### config.mk
export PLATFORM = sky130hd
export DESIGN_NAME = loop_pipeline_ctrl_flat
export DESIGN_NICKNAME = d
export VERILOG_FILES = /design/src/rtl/hls_ctrl_pkg.sv /design/src/rtl/loop_pipeline_ctrl_if.sv /design/src/rtl/ii_timer.sv /design/src/rtl/loop_pipeline_ctrl.sv /design/src/flat_wrapper.sv
export SDC_FILE = /design/constraint.sdc
export NUM_CORES = 1
export LEC_CHECK = 0
export ABC_AREA = 1
export CELL_PAD_IN_SITES_DETAIL_PLACEMENT = 0
export CELL_PAD_IN_SITES_GLOBAL_PLACEMENT = 1
export CORE_ASPECT_RATIO = 1.4
export CORE_UTILIZATION = 21
export CTS_BUF_LIST = sky130_fd_sc_hd__clkbuf_16
export DETAILED_ROUTE_END_ITERATION = 10
export PLACE_DENSITY = 0.9
export SLEW_MARGIN = 25
export SYNTH_ARGS = -nofsm -noshare
export SYNTH_HDL_FRONTEND = slang
export SYNTH_SLANG_ARGS = --single-unit
export TNS_END_PERCENT = 100
### constraint.sdc
create_clock -name clk -period 1.8 [get_ports clk]
set_input_delay 0.18 -clock clk [delete_from_list [all_inputs] [get_ports clk]]
set_output_delay 0.18 -clock clk [all_outputs]
set_load 0.1 [all_outputs]
### src/rtl/hls_ctrl_pkg.sv
// hls_ctrl_pkg: state type and debug codes shared by all HLS kernel controllers.
package hls_ctrl_pkg;

    typedef enum logic [1:0] {ST_IDLE, ST_RUN, ST_DRAIN, ST_DONE} state_e;

    localparam logic [31:0] DBG_IDLE = 32'd0;
    localparam logic [31:0] DBG_BUSY = 32'd200000;
    localparam logic [31:0] DBG_DONE = 32'd200001;

    function automatic logic [31:0] state_code(state_e s);
        return s == ST_IDLE ? DBG_IDLE : s == ST_DONE ? DBG_DONE : DBG_BUSY;
    endfunction

endpackage

### src/rtl/loop_pipeline_ctrl_if.sv
// loop_pipeline_ctrl_if: kernel-FSM / datapath-facing bundle of the loop sequencer.
interface loop_pipeline_ctrl_if #(
    parameter int DEPTH = 5,
    parameter int IDX_W = 32
);
    logic                   start;
    logic                   stall;
    logic                   issue;
    logic [IDX_W-1:0]       issue_idx;
    logic [DEPTH-1:0]       stage_valid;
    logic [DEPTH*IDX_W-1:0] stage_idx;
    logic                   busy;
    logic                   valid;
    logic [31:0]            global_state_dbg;

    modport master (
        output start, stall,
        input  issue, issue_idx, stage_valid, stage_idx, busy, valid, global_state_dbg
    );

    modport slave (
        input  start, stall,
        output issue, issue_idx, stage_valid, stage_idx, busy, valid, global_state_dbg
    );
endinterface

### src/rtl/ii_timer.sv
// ii_timer: loadable down-counter that stops at zero; holds while stalled.
module ii_timer #(
    parameter int W      = 1,
    parameter int RELOAD = 0
) (
    input  logic clk,
    input  logic rst,
    input  logic stall,
    input  logic clr,
    input  logic load,
    output logic zero
);
    logic [W-1:0] cnt;

    always_ff @(posedge clk or posedge rst)
        if (rst)
            cnt <= '0;
        else if (!stall)
            cnt <= clr ? '0 : load ? W'(RELOAD) : cnt != '0 ? cnt - W'(1) : cnt;

    assign zero = cnt == '0;
endmodule

### src/rtl/loop_pipeline_ctrl.sv
// loop_pipeline_ctrl: issues NUM_ITERS iterations every II cycles into a DEPTH-stage
// pipeline, tracks stage occupancy/index and flags completion when the last one drains.
module loop_pipeline_ctrl
    import hls_ctrl_pkg::*;
#(
    parameter int NUM_ITERS = 6,
    parameter int DEPTH     = 5,
    parameter int II        = 1,
    parameter int IDX_W     = 32
) (
    input logic clk,
    input logic rst,
    loop_pipeline_ctrl_if.slave bus
);
    localparam int CW = $clog2(NUM_ITERS + 1);
    localparam int TW = II > 1 ? $clog2(II) : 1;
    localparam int SW = DEPTH * IDX_W;

    state_e          state, state_nx;
    logic [CW-1:0]   issued;
    logic [DEPTH-1:0] sv;
    logic [SW-1:0]   si;
    logic            vld;
    logic            timer_zero;
    logic            launch;
    logic            last_out;

    assign launch    = !bus.stall && bus.start && (state == ST_IDLE || state == ST_DONE);
    assign bus.issue = state == ST_RUN && timer_zero && issued < CW'(NUM_ITERS) && !bus.stall;
    assign last_out  = sv[DEPTH-1] && si[(DEPTH-1)*IDX_W +: IDX_W] == IDX_W'(NUM_ITERS - 1);

    ii_timer #(.W(TW), .RELOAD(II - 1)) u_timer (
        .clk   (clk),
        .rst   (rst),
        .stall (bus.stall),
        .clr   (launch),
        .load  (bus.issue),
        .zero  (timer_zero)
    );

    always_comb begin
        state_nx = state;
        if (launch)
            state_nx = ST_RUN;
        else if (state == ST_RUN && bus.issue && issued == CW'(NUM_ITERS - 1))
            state_nx = ST_DRAIN;
        else if (state == ST_DRAIN && !bus.stall && last_out)
            state_nx = ST_DONE;
    end

    // Stage 0 loads a zero index on bubbles so idle stages always read back as zero.
    always_ff @(posedge clk or posedge rst)
        if (rst) begin
            state  <= ST_IDLE;
            issued <= '0;
            sv     <= '0;
            si     <= '0;
            vld    <= 1'b0;
        end else if (!bus.stall) begin
            state <= state_nx;
            if (launch) begin
                issued <= '0;
                sv     <= '0;
                si     <= '0;
                vld    <= 1'b0;
            end else begin
                if (bus.issue)
                    issued <= issued + CW'(1);
                sv <= DEPTH'({sv, bus.issue});
                si <= SW'({si, bus.issue ? bus.issue_idx : IDX_W'(0)});
                if (state == ST_DRAIN && last_out)
                    vld <= 1'b1;
            end
        end

    assign bus.issue_idx        = IDX_W'(issued);
    assign bus.stage_valid      = sv;
    assign bus.stage_idx        = si;
    assign bus.busy             = state == ST_RUN || state == ST_DRAIN;
    assign bus.valid            = vld;
    assign bus.global_state_dbg = state_code(state);
endmodule

### src/flat_wrapper.sv
// flat-port wrapper written by rule: the top's interface ports become plain ports
module loop_pipeline_ctrl_flat import hls_ctrl_pkg::*;
#(
    parameter int NUM_ITERS = 6,
    parameter int DEPTH     = 5,
    parameter int II        = 1,
    parameter int IDX_W     = 32
)
  (clk, rst, bus_start, bus_stall, bus_issue, bus_issue_idx, bus_stage_valid, bus_stage_idx, bus_busy, bus_valid, bus_global_state_dbg);
  loop_pipeline_ctrl_if #(.DEPTH(DEPTH), .IDX_W(IDX_W)) bus_i ();
  input logic clk;
  input logic rst;
  input wire logic [$bits(bus_i.start)-1:0] bus_start;
  input wire logic [$bits(bus_i.stall)-1:0] bus_stall;
  output wire logic [$bits(bus_i.issue)-1:0] bus_issue;
  output wire logic [$bits(bus_i.issue_idx)-1:0] bus_issue_idx;
  output wire logic [$bits(bus_i.stage_valid)-1:0] bus_stage_valid;
  output wire logic [$bits(bus_i.stage_idx)-1:0] bus_stage_idx;
  output wire logic [$bits(bus_i.busy)-1:0] bus_busy;
  output wire logic [$bits(bus_i.valid)-1:0] bus_valid;
  output wire logic [$bits(bus_i.global_state_dbg)-1:0] bus_global_state_dbg;
  assign bus_i.start = bus_start;
  assign bus_i.stall = bus_stall;
  assign bus_issue = bus_i.issue;
  assign bus_issue_idx = bus_i.issue_idx;
  assign bus_stage_valid = bus_i.stage_valid;
  assign bus_stage_idx = bus_i.stage_idx;
  assign bus_busy = bus_i.busy;
  assign bus_valid = bus_i.valid;
  assign bus_global_state_dbg = bus_i.global_state_dbg;
  loop_pipeline_ctrl #(.NUM_ITERS(NUM_ITERS), .DEPTH(DEPTH), .II(II), .IDX_W(IDX_W)) u_core (.clk(clk), .rst(rst), .bus(bus_i));
endmodule
==> impl_results.md, run 1 <==
* Clock skew at roughly 0.0013 ns
* Die width at roughly 100 um
* Mux cell area share after synthesis at 0%
* Crit path from: u_core.state[1]
* Final min period at ~1.7 ns
* Final setup TNS at 0 ns
* Fin Hold WS at roughly 0.28 ns
* Synth area leader: buf_4
* Global Route Usage Sum at under 10%
* Drt drc at 0
* HPWL after detailed placement at 3.82 mm
* Port-buffer cells at 36
* Final max-slew violation count at 0
* Die ar. at about 0.014 mm^2
* CTS tree: yes
* Clk slew on worst S/H paths at 0.07 ns
* Highest Signal Layer: met4
* Worst skew pair latency at between 0.2 and 0.3 ns
* Fin cells at between 500 and 600
* FF-to-FF setup slack at ~0.17 ns
* Commonest non-fill, non-tap cell in the layout: conb_1
* Layout cells sized above 1 at about 13%
* Status: finished, final reports clean
* Hold_buf cts at 0
* Clock tree buffer depth at 2
* Crit path max fanout at 7
* Max_cap viols at 0
* Drt first pass iters at 4
* Chip height at roughly 140 um
* Area growth from synthesis to layout at 0.0892%
* Inst Count DP at between 500 and 600
* Placed instance area at roughly 0.0027 mm^2
* Synth Area per Inst at between 7 and 8 um^2
* F_max at 590 MHz
* Grt ovf at 0
* Reg2Reg Launch Point: u_core.state[0]
* Final ANT Viol Nets at 0
* Starting Density at between 20% and 30%
* Area share of and/or/nand/nor cells after synthesis at just over 9%
* Initial antenna violation count at 0
* Top-level port count at around 240
* Mapped Area at 0.00281 mm^2
* CP Launch Type: flip-flop
* Inserted Clock Buffers at 3
* Row count at between 40 and 50
* Resized cells post-CTS at 0
* Worst Hold Class: input port to asynchronous set/reset pin
* Post-Route M1 WL at between 1.5 and 2 mm
* Global-route wire length before repair at between 6 and 7 mm
* Synth Area in Adders at about 2.7%
* Starting DRC count in detailed routing at 77
* Number of diodes at 0
* Largest net degree at the start of global routing at 27
* Sequential cell area fraction in the yosys report at 23.2%
* Crit share post-route at approximately 94%
* Synth Instances at approximately 370
* Synth warn at 0
* Worst Setup End Kind: output pin
* Largest family of logic cells by synthesized area: buffers and inverters
* Clock sink count at 26
* Vias in the first global route at between 1000 and 1500
* Via/cell ratio at roughly 2.8
* Ranking of synthesized cells by area: buf_4, dfrtp_1, nand2_1
* Area share of the leading cell type in the synthesized netlist at 54.8%
* Clock Tree Root: clkbuf_16
* Final number of hold-violating endpoints at 0
* RSZ-0062 raised after global routing: no
* Average wire per standard cell at approximately 8 um
* Most frequent cells in the layout: conb_1, nand2_1, inv_1, buf_4, dfrtp_1
* Yosys cell types at 20
* Final instance area at approximately 0.0028 mm^2
* # fillers at 1410
* FF+latch count, synth at 26
* Metal3 WL at between 700 and 800 um
* RD Place Congestion at roughly 0.75
* Post CTS Setup Buffer Count at 0
* Total routed wirelength at about 4.6 mm
* Met2 WL at 2.25 mm
* Layout net count at 410
* Synth Area in Compound Gates at 4.14%
* H-tree levels at 1
* Critical path data required time at about 1.6 ns
* Finish-stage setup viols at 0
* Worst Path Arrival at ~1.5 ns
* Critical path type: flip-flop to output pin
* Post-Synth XOR/XNOR Area at 0.312%
* Area of the core at approximately 0.013 mm^2
* Total number of vias at 1631
-- state kept, by name, summed over array words and instances, names as in the netlist --
name	count
u_core.bus.stage_idx	15
u_core.bus.stage_valid	5
u_core.issued	3
u_core.state	2
u_core.bus.valid	1
-- path summary, 6_finish.rpt --
| path | end | depth (start not counted) |
|---|---|---|
| worst max-delay path | bus_issue | 5 |
| worst min-delay path | u_core.state[0] | 3 |
| worst max register to register | u_core.issued[0] | 8 |
| worst min register to register | u_core.bus.stage_idx[130] | 2 |
| max in group asynchronous | u_core.issued[1] | 3 |
| min in group clk | u_core.bus.stage_idx[130] | 2 |
-- synthesized netlist by cell type --
master	number
nor2_1	6
buf_4	205
nand3b_1	1
a21oi_1	3
xor2_1	1
nand2_1	45
nand3_2	1
inv_1	36
o21ai_0	16
o21ai_1	3
nand4_1	2
nand3_1	6
conb_1	1
dfrtp_1	26
buf_2	3
inv_2	1
nor2_2	1
o22ai_1	1
clkbuf_1	1
ha_1	6
-- per-stage QoR --
step / worst slack, ns / utilization, %
floorplan: -0.0106 / -
global placement: 0.226 / 20.9
detailed placement: 0.171 / 20.9
CTS: 0.0552 / 21.7
global route: 0.0134 / 21.7
finish: 0.105 / 21.7
-- critical path: stages (launching register included) --
cell	delay (ns)
dfrtp_1	0.41
inv_1	0.10
ha_1	0.19
nand2_1	0.10
nor2_4	0.24
buf_12	0.22
-- kinds of logic (layout without fill, tap and decap cells) --
family / Yosys count / in the layout
AO/OA/AOI/OAI: 23 / 23
XOR/XNOR: 1 / 1
adder cells (fa/ha/maj): 6 / 6
buffers and inverters: 246 / 82
flip-flops: 26 / 26
other: 1 / 199
AND/OR/NAND/NOR: 62 / 62
-- cell type report --
class	instances	area, um^2	share of cell area [%]
multi-input cells	291	1220	43.3
flip-flops and latches	26	658	23.4
repair buffers	41	465	16.6
well taps	178	223	7.92
inverters	37	143	5.07
clock buffers	3	75.1	2.67
clock inverters	1	30.0	1.07
-- routing by layer --
layer / vias up / global-route usage (%)
met3: 6 / 2.57
met2: 167 / 11.3
met4: 0 / 2.55
li1: 757 / -
met1: 701 / 6.33
met5: - / 0
Power of run 1 is not shown: default switching activity piles up to over one toggle a cycle in this logic, so the estimate is an artifact.
==> run 2: changes to the inputs <==
- clock period: 1.8 -> 1.7 ns (I/O delays scaled with it)
==> run 2 against run 1 <==
Non-clock buffer count increased by 3; first-iteration DRC count down 53%; critical path type unchanged; sequential share of layout area is 2.4 points lower; design area is 12% higher; global-route usage down 0.30 points; register-to-register slack hardly changed.
==> impl_results.md, run 2 (synthesized netlist as in run 1, its figures left out) <==
* Place WS at 0.165 ns (was 0.171 ns)
* Critical path type: flip-flop to output pin (unchanged)
* Total number of vias at 1621 (was 1631)
* HPWL after detailed placement at 3.84 mm (was 3.82 mm)
* Crit share post-route at 93.4%
* Area of the core at 0.0129 mm^2 (unchanged)
* Worst Setup End Kind: output pin (unchanged)
* Drt first pass iters at 4 (unchanged)
* CP Launch Type: flip-flop (unchanged)
* Layout net count at 413 (was 410)
* H-tree levels at 1 (unchanged)
* Final Worst Setup Slack at 0.113 ns (was 0.105 ns)
* Status: finished, final reports clean (unchanged)
* Global Route Usage Sum at 5.98% (was 6.28%)
* Critical path data required time at 1.53 ns (was 1.62 ns)
* F_max at 630 MHz
* Worst skew pair latency at 0.26 ns (about the same)
* Drt drc at 0 (unchanged)
* Final max-slew violation count at 0 (unchanged)
* Row count at 49 (unchanged)
* Largest net degree at the start of global routing at 21 (was 27)
* Average wire per standard cell at 7.73 um (was 7.99 um)
* Total routed wirelength at 4.48 mm (was 4.61 mm)
* Starting Density at 21.7% (unchanged)
* Die ar. at 0.0138 mm^2 (unchanged)
* Max_cap viols at 0 (unchanged)
* Port-buffer cells at 36 (unchanged)
* Die width at 99.7 um (unchanged)
* Final min period at around 1.6 ns
* Max FFs per register at 15 (unchanged)
* RD Place Congestion at 0.722 (was 0.749)
* Fin cells at 580 (was 577)
* Final number of hold-violating endpoints at 0 (unchanged)
* Area growth from synthesis to layout at 11.8% (was 0.0892%)
* Number of diodes at 0 (unchanged)
* Chip height at 139 um (unchanged)
* Finish-stage setup viols at 0 (unchanged)
* Crit path max fanout at 4 (was 7)
* Reg2reg path depth at 7 (was 8)
* Hold_buf cts at 0 (unchanged)
* RSZ-0062 raised after global routing: no (unchanged)
* Clock skew at 0.00159 ns (was 0.00127 ns)
* Most frequent cells in the layout: conb_1, nand2_1, buf_12, inv_1, dfrtp_1 (was conb_1, nand2_1, inv_1, buf_4, dfrtp_1)
* Clk slew on worst S/H paths at 0.06 ns (was 0.07 ns)
* Vias in the first global route at 1190 (was 1177)
* Worst Path Arrival at 1.42 ns (was 1.52 ns)
* Worst Hold Class: input port to asynchronous set/reset pin (unchanged)
* CTS tree: yes (unchanged)
* Layout cells sized above 1 at 14.7% (was 12.8%)
* Initial antenna violation count at 0 (unchanged)
* Global-route wire length before repair at 6.35 mm (was 6.47 mm)
* Inserted Clock Buffers at 3 (unchanged)
* Final ANT Viol Nets at 0 (unchanged)
* Top-level port count at 236 (unchanged)
* Starting DRC count in detailed routing at 36 (was 77)
* Clock tree buffer depth at 2 (unchanged)
* Via/cell ratio at 2.79 (was 2.83)
* Inst Count DP at 572 (was 573)
* Grt ovf at 0 (unchanged)
* Final setup TNS at 0 ns (unchanged)
* Clock Tree Root: clkbuf_16 (unchanged)
* Clock sink count at 26 (unchanged)
* Commonest non-fill, non-tap cell in the layout: conb_1 (unchanged)
run 2: changes by cell type in the layout (fill, tap and decap cells not counted), sizes merged:
cell,change
buf,+3
run 2: through the flow:
step	util (%)	hold slack (ns)	area (um^2)
CTS	23.9	0.172	3100
global route	24.3	0.184	3140
finish	24.3	0.164	3140
floorplan	-	0.210	3590
global placement	23.1	0.449	2990
detailed placement	23.1	0.449	2990
run 2: per-layer routing:
layer | GRT usage [%] | routed length [um] | part of all wire [%]
met1 | 6.06 | 1560 | 35
met2 | 11.3 | 2270 | 51
met3 | 2.12 | 606 | 14
met4 | 1.63 | 43 | 0.96
met5 | 0 | 0 | 0
run 2: worst max-delay path: stages, from the launching register on:
cell	delay [ns]
dfrtp_1	0.42
inv_2	0.10
ha_2	0.19
nand2_2	0.07
nor2_4	0.18
buf_12	0.20
run 2: what timing repair did:
item / in CTS / in global routing
resized for setup: 0 / 2
pin swaps: 1 / 1
setup endpoints to repair: 1 / 7
setup buffers: 0 / 4
run 2: final cells by class:
class,instances,area (um^2)
clock buffers,3,75.1
clock inverters,1,30.0
fillers,1378,9800
inverters,37,143
multi-input cells,291,1230
flip-flops and latches,26,659
well taps,178,223
repair buffers,44,776
run 2: worst paths after layout:
kind / startpoint / to / slack, ns
hold / removal: rst / u_core.state[0] / 0.16
max in group asynchronous: rst / u_core.bus.stage_valid[3] / 1.12
setup reg to reg: u_core.state[0] / u_core.bus.stage_idx[128] / 0.16
setup / recovery: u_core.state[1] / bus_issue / 0.11
hold reg to reg: u_core.bus.stage_idx[129] / u_core.bus.stage_idx[129] / 0.56
min in group clk: u_core.bus.stage_idx[129] / u_core.bus.stage_idx[129] / 0.56
Power of run 2 is left out for the same reason.
==> run 3: changes to the inputs <==
- CTS_CLUSTER_SIZE: default -> 25
==> results of run 3 <==
The final DEF is identical to that of run 2; final timing and power are the same.
Power of run 3 is left out for the same reason.
